[config.mk]
export PLATFORM = sky130hd
export DESIGN_NAME = multicycle_control_unit
export DESIGN_NICKNAME = d
export VERILOG_FILES = /design/src/rtl/multicycle_control_unit.sv
export SDC_FILE = /design/constraint.sdc
export NUM_CORES = 1
export LEC_CHECK = 0
export CORE_MARGIN = 2
export CORE_UTILIZATION = 38
export DETAILED_ROUTE_END_ITERATION = 6
export PLACE_DENSITY_LB_ADDON = 0.3
export SYNTH_ARGS = -nofsm -noshare
export SYNTH_HDL_FRONTEND = slang
export SYNTH_SLANG_ARGS = --single-unit
[constraint.sdc]
create_clock -name clk -period 1.5 [get_ports clk]
set_input_delay 0.225 -clock clk [delete_from_list [all_inputs] [get_ports clk]]
set_output_delay 0.225 -clock clk [all_outputs]
set_load 0.02 [all_outputs]
[src/rtl/multicycle_control_unit.sv]
`default_nettype none
// ============================================================================
// Module   : multicycle_control_unit
// Brief    : Opcode-driven FSM that sequences the multi-cycle RV32I datapath.
//            Optional performance counters are enabled by PERF_CNT_EN.
// Revision : 1.0 - initial release
// ============================================================================
module multicycle_control_unit #(
    parameter int MEM_WAIT_MAX = 0,
    parameter int STATE_W      = 4
) (
    input  logic               clk,
    input  logic               reset_n,
    input  logic [6:0]         opcode,
    input  logic               bcond,
    input  logic               mem_ready,
    input  logic               halt_req,
    output logic               pc_write,
    output logic               i_or_d,
    output logic               mem_read,
    output logic               mem_write,
    output logic               ir_write,
    output logic               mdr_write,
    output logic               alu_out_write,
    output logic               reg_write,
    output logic [1:0]         wb_sel,
    output logic               alu_src_a,
    output logic [1:0]         alu_src_b,
    output logic               alu_ctrl_sel,
    output logic               pc_source,
    output logic               is_ecall,
    output logic               is_halted,
    output logic               mem_err,
`ifdef PERF_CNT_EN
    output logic [31:0]        cycle_count,
    output logic [31:0]        retired_count,
`endif
    output logic [STATE_W-1:0] state
);

    localparam logic [6:0] c_OP_R      = 7'b0110011;
    localparam logic [6:0] c_OP_I      = 7'b0010011;
    localparam logic [6:0] c_OP_LOAD   = 7'b0000011;
    localparam logic [6:0] c_OP_STORE  = 7'b0100011;
    localparam logic [6:0] c_OP_BRANCH = 7'b1100011;
    localparam logic [6:0] c_OP_JAL    = 7'b1101111;
    localparam logic [6:0] c_OP_JALR   = 7'b1100111;
    localparam logic [6:0] c_OP_ECALL  = 7'b1110011;

    typedef enum logic [STATE_W-1:0] {
        S_IF      = STATE_W'(0),
        S_ID      = STATE_W'(1),
        S_EX_ALU  = STATE_W'(2),
        S_EX_ADDR = STATE_W'(3),
        S_MEM_RD  = STATE_W'(4),
        S_WB_MEM  = STATE_W'(5),
        S_MEM_WR  = STATE_W'(6),
        S_EX_BR   = STATE_W'(7),
        S_EX_JAL  = STATE_W'(8),
        S_EX_JALR = STATE_W'(9),
        S_JALR_WB = STATE_W'(10),
        S_WB_ALU  = STATE_W'(11),
        S_PC_INC  = STATE_W'(12),
        S_ECALL   = STATE_W'(13),
        S_HALT    = STATE_W'(14)
    } state_t;

    state_t     r_state;
    state_t     w_state_next;
    logic       r_mem_err;
    logic       w_timeout;

    logic       w_pc_write;
    logic       w_i_or_d;
    logic       w_mem_read;
    logic       w_mem_write;
    logic       w_ir_write;
    logic       w_mdr_write;
    logic       w_alu_out_write;
    logic       w_reg_write;
    logic [1:0] w_wb_sel;
    logic       w_alu_src_a;
    logic [1:0] w_alu_src_b;
    logic       w_alu_ctrl_sel;
    logic       w_pc_source;
    logic       w_is_ecall;
    logic       w_is_halted;

    always_ff @(posedge clk or negedge reset_n) begin
        if (!reset_n) begin
            r_state   <= S_IF;
            r_mem_err <= 1'b0;
        end else begin
            r_state <= w_state_next;
            if (w_timeout) begin
                r_mem_err <= 1'b1;
            end
        end
    end

    always_comb begin
        w_state_next    = r_state;
        w_pc_write      = 1'b0;
        w_i_or_d        = 1'b0;
        w_mem_read      = 1'b0;
        w_mem_write     = 1'b0;
        w_ir_write      = 1'b0;
        w_mdr_write     = 1'b0;
        w_alu_out_write = 1'b0;
        w_reg_write     = 1'b0;
        w_wb_sel        = 2'b00;
        w_alu_src_a     = 1'b0;
        w_alu_src_b     = 2'b00;
        w_alu_ctrl_sel  = 1'b0;
        w_pc_source     = 1'b0;
        w_is_ecall      = 1'b0;
        w_is_halted     = 1'b0;

        case (r_state)
            S_IF: begin
                w_mem_read = 1'b1;
                w_ir_write = mem_ready;
                if (mem_ready)      w_state_next = S_ID;
                else if (w_timeout) w_state_next = S_HALT;
            end
            S_ID: begin
                // Branch/JAL target PC+imm is parked in ALUOut here
                w_alu_src_b     = 2'b10;
                w_alu_out_write = 1'b1;
                case (opcode)
                    c_OP_R, c_OP_I:          w_state_next = S_EX_ALU;
                    c_OP_LOAD, c_OP_STORE:   w_state_next = S_EX_ADDR;
                    c_OP_BRANCH:             w_state_next = S_EX_BR;
                    c_OP_JAL:                w_state_next = S_EX_JAL;
                    c_OP_JALR:               w_state_next = S_EX_JALR;
                    c_OP_ECALL:              w_state_next = S_ECALL;
                    default:                 w_state_next = S_PC_INC;
                endcase
            end
            S_EX_ALU: begin
                w_alu_src_a     = 1'b1;
                w_alu_src_b     = (opcode == c_OP_R) ? 2'b00 : 2'b10;
                w_alu_ctrl_sel  = 1'b1;
                w_alu_out_write = 1'b1;
                w_state_next    = S_WB_ALU;
            end
            S_WB_ALU: begin
                w_reg_write  = 1'b1;
                w_alu_src_b  = 2'b01;
                w_pc_write   = 1'b1;
                w_state_next = S_IF;
            end
            S_EX_ADDR: begin
                w_alu_src_a     = 1'b1;
                w_alu_src_b     = 2'b10;
                w_alu_out_write = 1'b1;
                w_state_next    = (opcode == c_OP_STORE) ? S_MEM_WR : S_MEM_RD;
            end
            S_MEM_RD: begin
                w_i_or_d    = 1'b1;
                w_mem_read  = 1'b1;
                w_mdr_write = mem_ready;
                if (mem_ready)      w_state_next = S_WB_MEM;
                else if (w_timeout) w_state_next = S_HALT;
            end
            S_WB_MEM: begin
                w_reg_write  = 1'b1;
                w_wb_sel     = 2'b01;
                w_alu_src_b  = 2'b01;
                w_pc_write   = 1'b1;
                w_state_next = S_IF;
            end
            S_MEM_WR: begin
                w_i_or_d    = 1'b1;
                w_mem_write = 1'b1;
                if (mem_ready)      w_state_next = S_PC_INC;
                else if (w_timeout) w_state_next = S_HALT;
            end
            S_EX_BR: begin
                w_alu_src_a    = 1'b1;
                w_alu_ctrl_sel = 1'b1;
                if (bcond) begin
                    w_pc_write   = 1'b1;
                    w_pc_source  = 1'b1;
                    w_state_next = S_IF;
                end else begin
                    w_state_next = S_PC_INC;
                end
            end
            S_EX_JAL, S_JALR_WB: begin
                // Link value PC+4 comes live off the ALU; target sits in ALUOut
                w_alu_src_b  = 2'b01;
                w_reg_write  = 1'b1;
                w_wb_sel     = 2'b10;
                w_pc_write   = 1'b1;
                w_pc_source  = 1'b1;
                w_state_next = S_IF;
            end
            S_EX_JALR: begin
                w_alu_src_a     = 1'b1;
                w_alu_src_b     = 2'b10;
                w_alu_out_write = 1'b1;
                w_state_next    = S_JALR_WB;
            end
            S_PC_INC: begin
                w_alu_src_b  = 2'b01;
                w_pc_write   = 1'b1;
                w_state_next = S_IF;
            end
            S_ECALL: begin
                w_is_ecall   = 1'b1;
                w_state_next = halt_req ? S_HALT : S_PC_INC;
            end
            S_HALT: begin
                w_is_halted = 1'b1;
            end
            default: begin
                w_state_next = S_IF;
            end
        endcase
    end

    generate
        if (MEM_WAIT_MAX > 0) begin : g_timeout
            localparam int c_CNT_W = (MEM_WAIT_MAX > 2) ? $clog2(MEM_WAIT_MAX) : 1;
            localparam logic [c_CNT_W-1:0] c_LIMIT = c_CNT_W'(MEM_WAIT_MAX - 1);

            logic [c_CNT_W-1:0] r_wait_cnt;
            logic               w_mem_state;

            assign w_mem_state = (r_state == S_IF) || (r_state == S_MEM_RD) ||
                                 (r_state == S_MEM_WR);

            // Counts cycles already spent in the current memory state
            always_ff @(posedge clk or negedge reset_n) begin
                if (!reset_n) begin
                    r_wait_cnt <= '0;
                end else if ((w_state_next != r_state) || !w_mem_state) begin
                    r_wait_cnt <= '0;
                end else if (r_wait_cnt != c_LIMIT) begin
                    r_wait_cnt <= r_wait_cnt + c_CNT_W'(1);
                end
            end

            assign w_timeout = w_mem_state && !mem_ready && (r_wait_cnt == c_LIMIT);
        end else begin : g_no_timeout
            assign w_timeout = 1'b0;
        end
    endgenerate

`ifdef PERF_CNT_EN
    logic [31:0] r_cycle_count;
    logic [31:0] r_retired_count;

    always_ff @(posedge clk or negedge reset_n) begin
        if (!reset_n) begin
            r_cycle_count   <= '0;
            r_retired_count <= '0;
        end else begin
            if (r_state != S_HALT) begin
                r_cycle_count <= r_cycle_count + 32'd1;
            end
            if (w_pc_write || ((r_state == S_ECALL) && (w_state_next == S_HALT))) begin
                r_retired_count <= r_retired_count + 32'd1;
            end
        end
    end

    assign cycle_count   = r_cycle_count;
    assign retired_count = r_retired_count;
`endif

    // Every control strobe is held low while reset is asserted
    assign pc_write      = w_pc_write      & reset_n;
    assign i_or_d        = w_i_or_d        & reset_n;
    assign mem_read      = w_mem_read      & reset_n;
    assign mem_write     = w_mem_write     & reset_n;
    assign ir_write      = w_ir_write      & reset_n;
    assign mdr_write     = w_mdr_write     & reset_n;
    assign alu_out_write = w_alu_out_write & reset_n;
    assign reg_write     = w_reg_write     & reset_n;
    assign wb_sel        = w_wb_sel        & {2{reset_n}};
    assign alu_src_a     = w_alu_src_a     & reset_n;
    assign alu_src_b     = w_alu_src_b     & {2{reset_n}};
    assign alu_ctrl_sel  = w_alu_ctrl_sel  & reset_n;
    assign pc_source     = w_pc_source     & reset_n;
    assign is_ecall      = w_is_ecall      & reset_n;
    assign is_halted     = w_is_halted     & reset_n;
    assign mem_err       = r_mem_err       & reset_n;
    assign state         = r_state;

endmodule
`default_nettype wire

==> summary.md <==
| Metric | Value |
|---|---|
| Avg Vias per Cell | 6.15 |
| Largest family of logic cells by synthesized area | simple AND/OR/NAND/NOR gates |
| Core area | 1510 sq um |
| Crit path top cell by count | buf_4 |
| Area delta synth->final | 130% |
| Footprint of the multi-input gates | 632 sq um |
| Most common cell after layout, fill and taps aside | buf_4 |
| Clk sinks | 4 |
| Setup TNS | -3.74 ns |
| Initial core utilization | 0.408 |
| Pwr Total | 0.00245 W |
| Post-synth cell types | 33 |
| Drt pass-1 iters | 4 |
| Post-Synth XOR/XNOR Area | 0 |
| RSZ-0062 raised after global routing | yes |
| Post-detailed-route count of antenna-violating nets | 0 |
| Clk_skew | 0.00184 ns |
| Post-Synth Simple-Gate Area | 0.489 |
| Die area | 1950 sq um |
| Final net count | 177 |
| Status | finished with violations |
| Adder-cell share of the synthesized area | 0 |
| Period minus WS final | 1.81 ns |
| Leak | 0.675 nW |
| Cell count after synthesis | 95 |
| Final wirelength | 3.58 mm |
| Share of cells above drive strength 1 | 0.589 |
| Final Max Tran Viols | 0 |
| N_diodes | 0 |
| DIE WIDTH | 44.2 um |
| Peak VDD IR | 1.14 mV |
| Post-Syn Nets | 107 |
| # IOs | 34 |
| Mean area per synthesized cell | 6.47 sq um |
| Via count | 1,101 |
| Worst-Skew Late Latency | 0.24 ns |
| Final hold vios | 0 |
| Total of max-cap violations | 0 |
| Post-synthesis mux area share | 0.0183 |
| Achievable frequency | 0.553 GHz |
| CP max-delay cell | dfrtp_2 |
| Hold bufs inserted after CTS | 0 |
| Max FFs per register | 4 |
| Cell Area, Synth | 614 sq um |
| Most frequent cells in the layout | buf_4, clkdlybuf4s50_1, buf_6 |
| Post-synth top area share | 0.163 |
| Critical path type | reg -> out |
| Fin worst setup slack | -0.307 ns |
| DRC errors left | 0 |
| Port bufs | 32 |
| HPWL Detailed | 1.76 mm |
| Sequential-to-total area share from yosys stat | 0.163 |
| Final setup violation count | 21 |
| Crit share post-route | 1.20 |
| PwrDens | 1730 nW/um^2 |
| 1st-iter DRT viols | 47 |
| Number of synthesized register bits | 4 |
| Crit end category | primary output |
| Row count | 14 |
| Num CTS Buffers | 3 |
| CP peak stage delay | 0.38 ns |
| Clock-pin slew on the worst setup and hold paths | 0.04 ns |
| First-pass GRT wire length | 3.98 mm |
| GR Util All Layers | 0.278 |
| WP data required | 1.27 ns |
| Placer Congestion | 0.831 |
| Critical path fanouts, max | 14 |
| CP Launch Type | flop |
| Synthesis Warnings | 0 |
| CTS tree | built |
| Synth area leader | dfrtp_1 |
| Cell chain of the critical path | buf_4 > nand2_1 > a211oi_1 > buf_4 > a21boi_4 > buf_6 |
| Max Root-Sink Buffers | 2 |
| H-tree depth | 1 |
| Die H | 44.2 um |
| GRT overflow | 0 |
| Failing checks | setup timing |
| Avg WL per Cell | 20.0 um |
| Critical Path AT | 1.58 ns |
| Pin count of the biggest net entering global routing | 15 |
| Initial antenna violation count | 0 |
| Register Area | 105 sq um |
| Compound-Gate Fraction of Synth Area | 0.257 |
| Layout fillers | 46 |
| Vias in the first global route | 901 |
| Class of the worst hold path | in -> async |
| Final core occ | 0.939 |
| Top cells by area, synth | dfrtp_1, nand2_1, nand2b_1 |
| CTS root buffer | clkbuf_4 |
## cell usage after synthesis, drive strengths merged
cell,instances
a31oi,2
a221oi,1
nor4,1
a2bb2oi,1
nor3,4
dfrtp,4
inv,2
and2,4
or3,1
nand3,1
mux2,1
nand2b,7
nor3b,2
nor2,10
nor2b,7
o41ai,1
and3,3
a32o,1
buf,4
o22ai,2
nand2,12
conb,1
a211o,1
a211oi,1
and2b,2
nor4b,1
and4b,1
a21boi,3
clkbuf,3
a21oi,5
a21o,1
o21ai,5
## worst max-delay path: cells and delay by family (launching register included)
family / cells / cell delay (ns)
AO/OA/AOI/OAI: 2 / 0.34
buffers and inverters: 3 / 0.53
flip-flops: 1 / 0.38
AND/OR/NAND/NOR: 1 / 0.09
## logic make-up (layout without fill, tap and decap cells)
| kind of cell | count (synthesis) | after routing |
|---|---|---|
| AOI/OAI and AO/OA | 24 | 24 |
| buffers and inverters | 9 | 77 |
| DFF | 4 | 4 |
| muxes | 1 | 1 |
| other | 1 | 1 |
| and+or+nand+nor | 56 | 56 |
## worst paths after layout
| path | slack [ns] | to | start | cells after the start |
|---|---|---|---|---|
| min in group clk | 0.70 | state[0] | opcode[0] | 4 |
| worst min register to register | 0.78 | state[2] | state[1] | 3 |
| worst max register to register | -0.26 | state[3] | state[1] | 6 |
| max in group asynchronous | 0.83 | state[1] | reset_n | 3 |
| worst min-delay path | 0.55 | state[3] | reset_n | 3 |
| worst max-delay path | -0.31 | alu_src_b[1] | state[1] | 6 |
## layout make-up
class,instances,area share
Multi-Input combinational cell,82,0.447
Timing Repair Buffer,72,0.444
Sequential cell,4,0.0743
Clock buffer,3,0.0159
Tap cell,16,0.0141
Inverter,2,0.00531
## repair_timing
action                     4_1_cts  5_1_grt
setup endpoints to repair       24       21
setup buffers                    4        5
resized for setup              106       24
pin swaps                        5        4
gates cloned                     0        0
## power breakdown
group	internal (W)	leakage [nW]	total (W)	switching, W
Clock	0.0000904	0.0138	0.000148	0.0000575
Combinational	0.00102	0.615	0.00206	0.00104
Sequential	0.000162	0.0465	0.000243	0.0000811
Total	0.00128	0.675	0.00245	0.00117
## through the flow
| step | area (sq um) | instances | hold WS, ns | setup WS, ns |
|---|---|---|---|---|
| after floorplan | 674 | 95 | -0.0706 | -0.202 |
| after global placement | 1230 | 167 | 0.584 | -0.485 |
| after detailed placement | 1230 | 167 | 0.609 | -0.519 |
| after CTS | 1310 | 174 | 0.352 | -0.217 |
| after global routing | 1420 | 179 | 0.560 | -0.361 |
| final | 1420 | 179 | 0.546 | -0.307 |
## metal layers
| layer | track usage | vias up | routed length (um) |
|---|---|---|---|
| li1 | - | 474 | - |
| met2 | 0.500 | 76 | 1840 |
| met3 | 0.0531 | 20 | 281 |
| met5 | 0 | - | 0 |
| met4 | 0.0909 | 0 | 144 |
| met1 | 0.330 | 531 | 1310 |
Power figures use the tool's default switching activity.
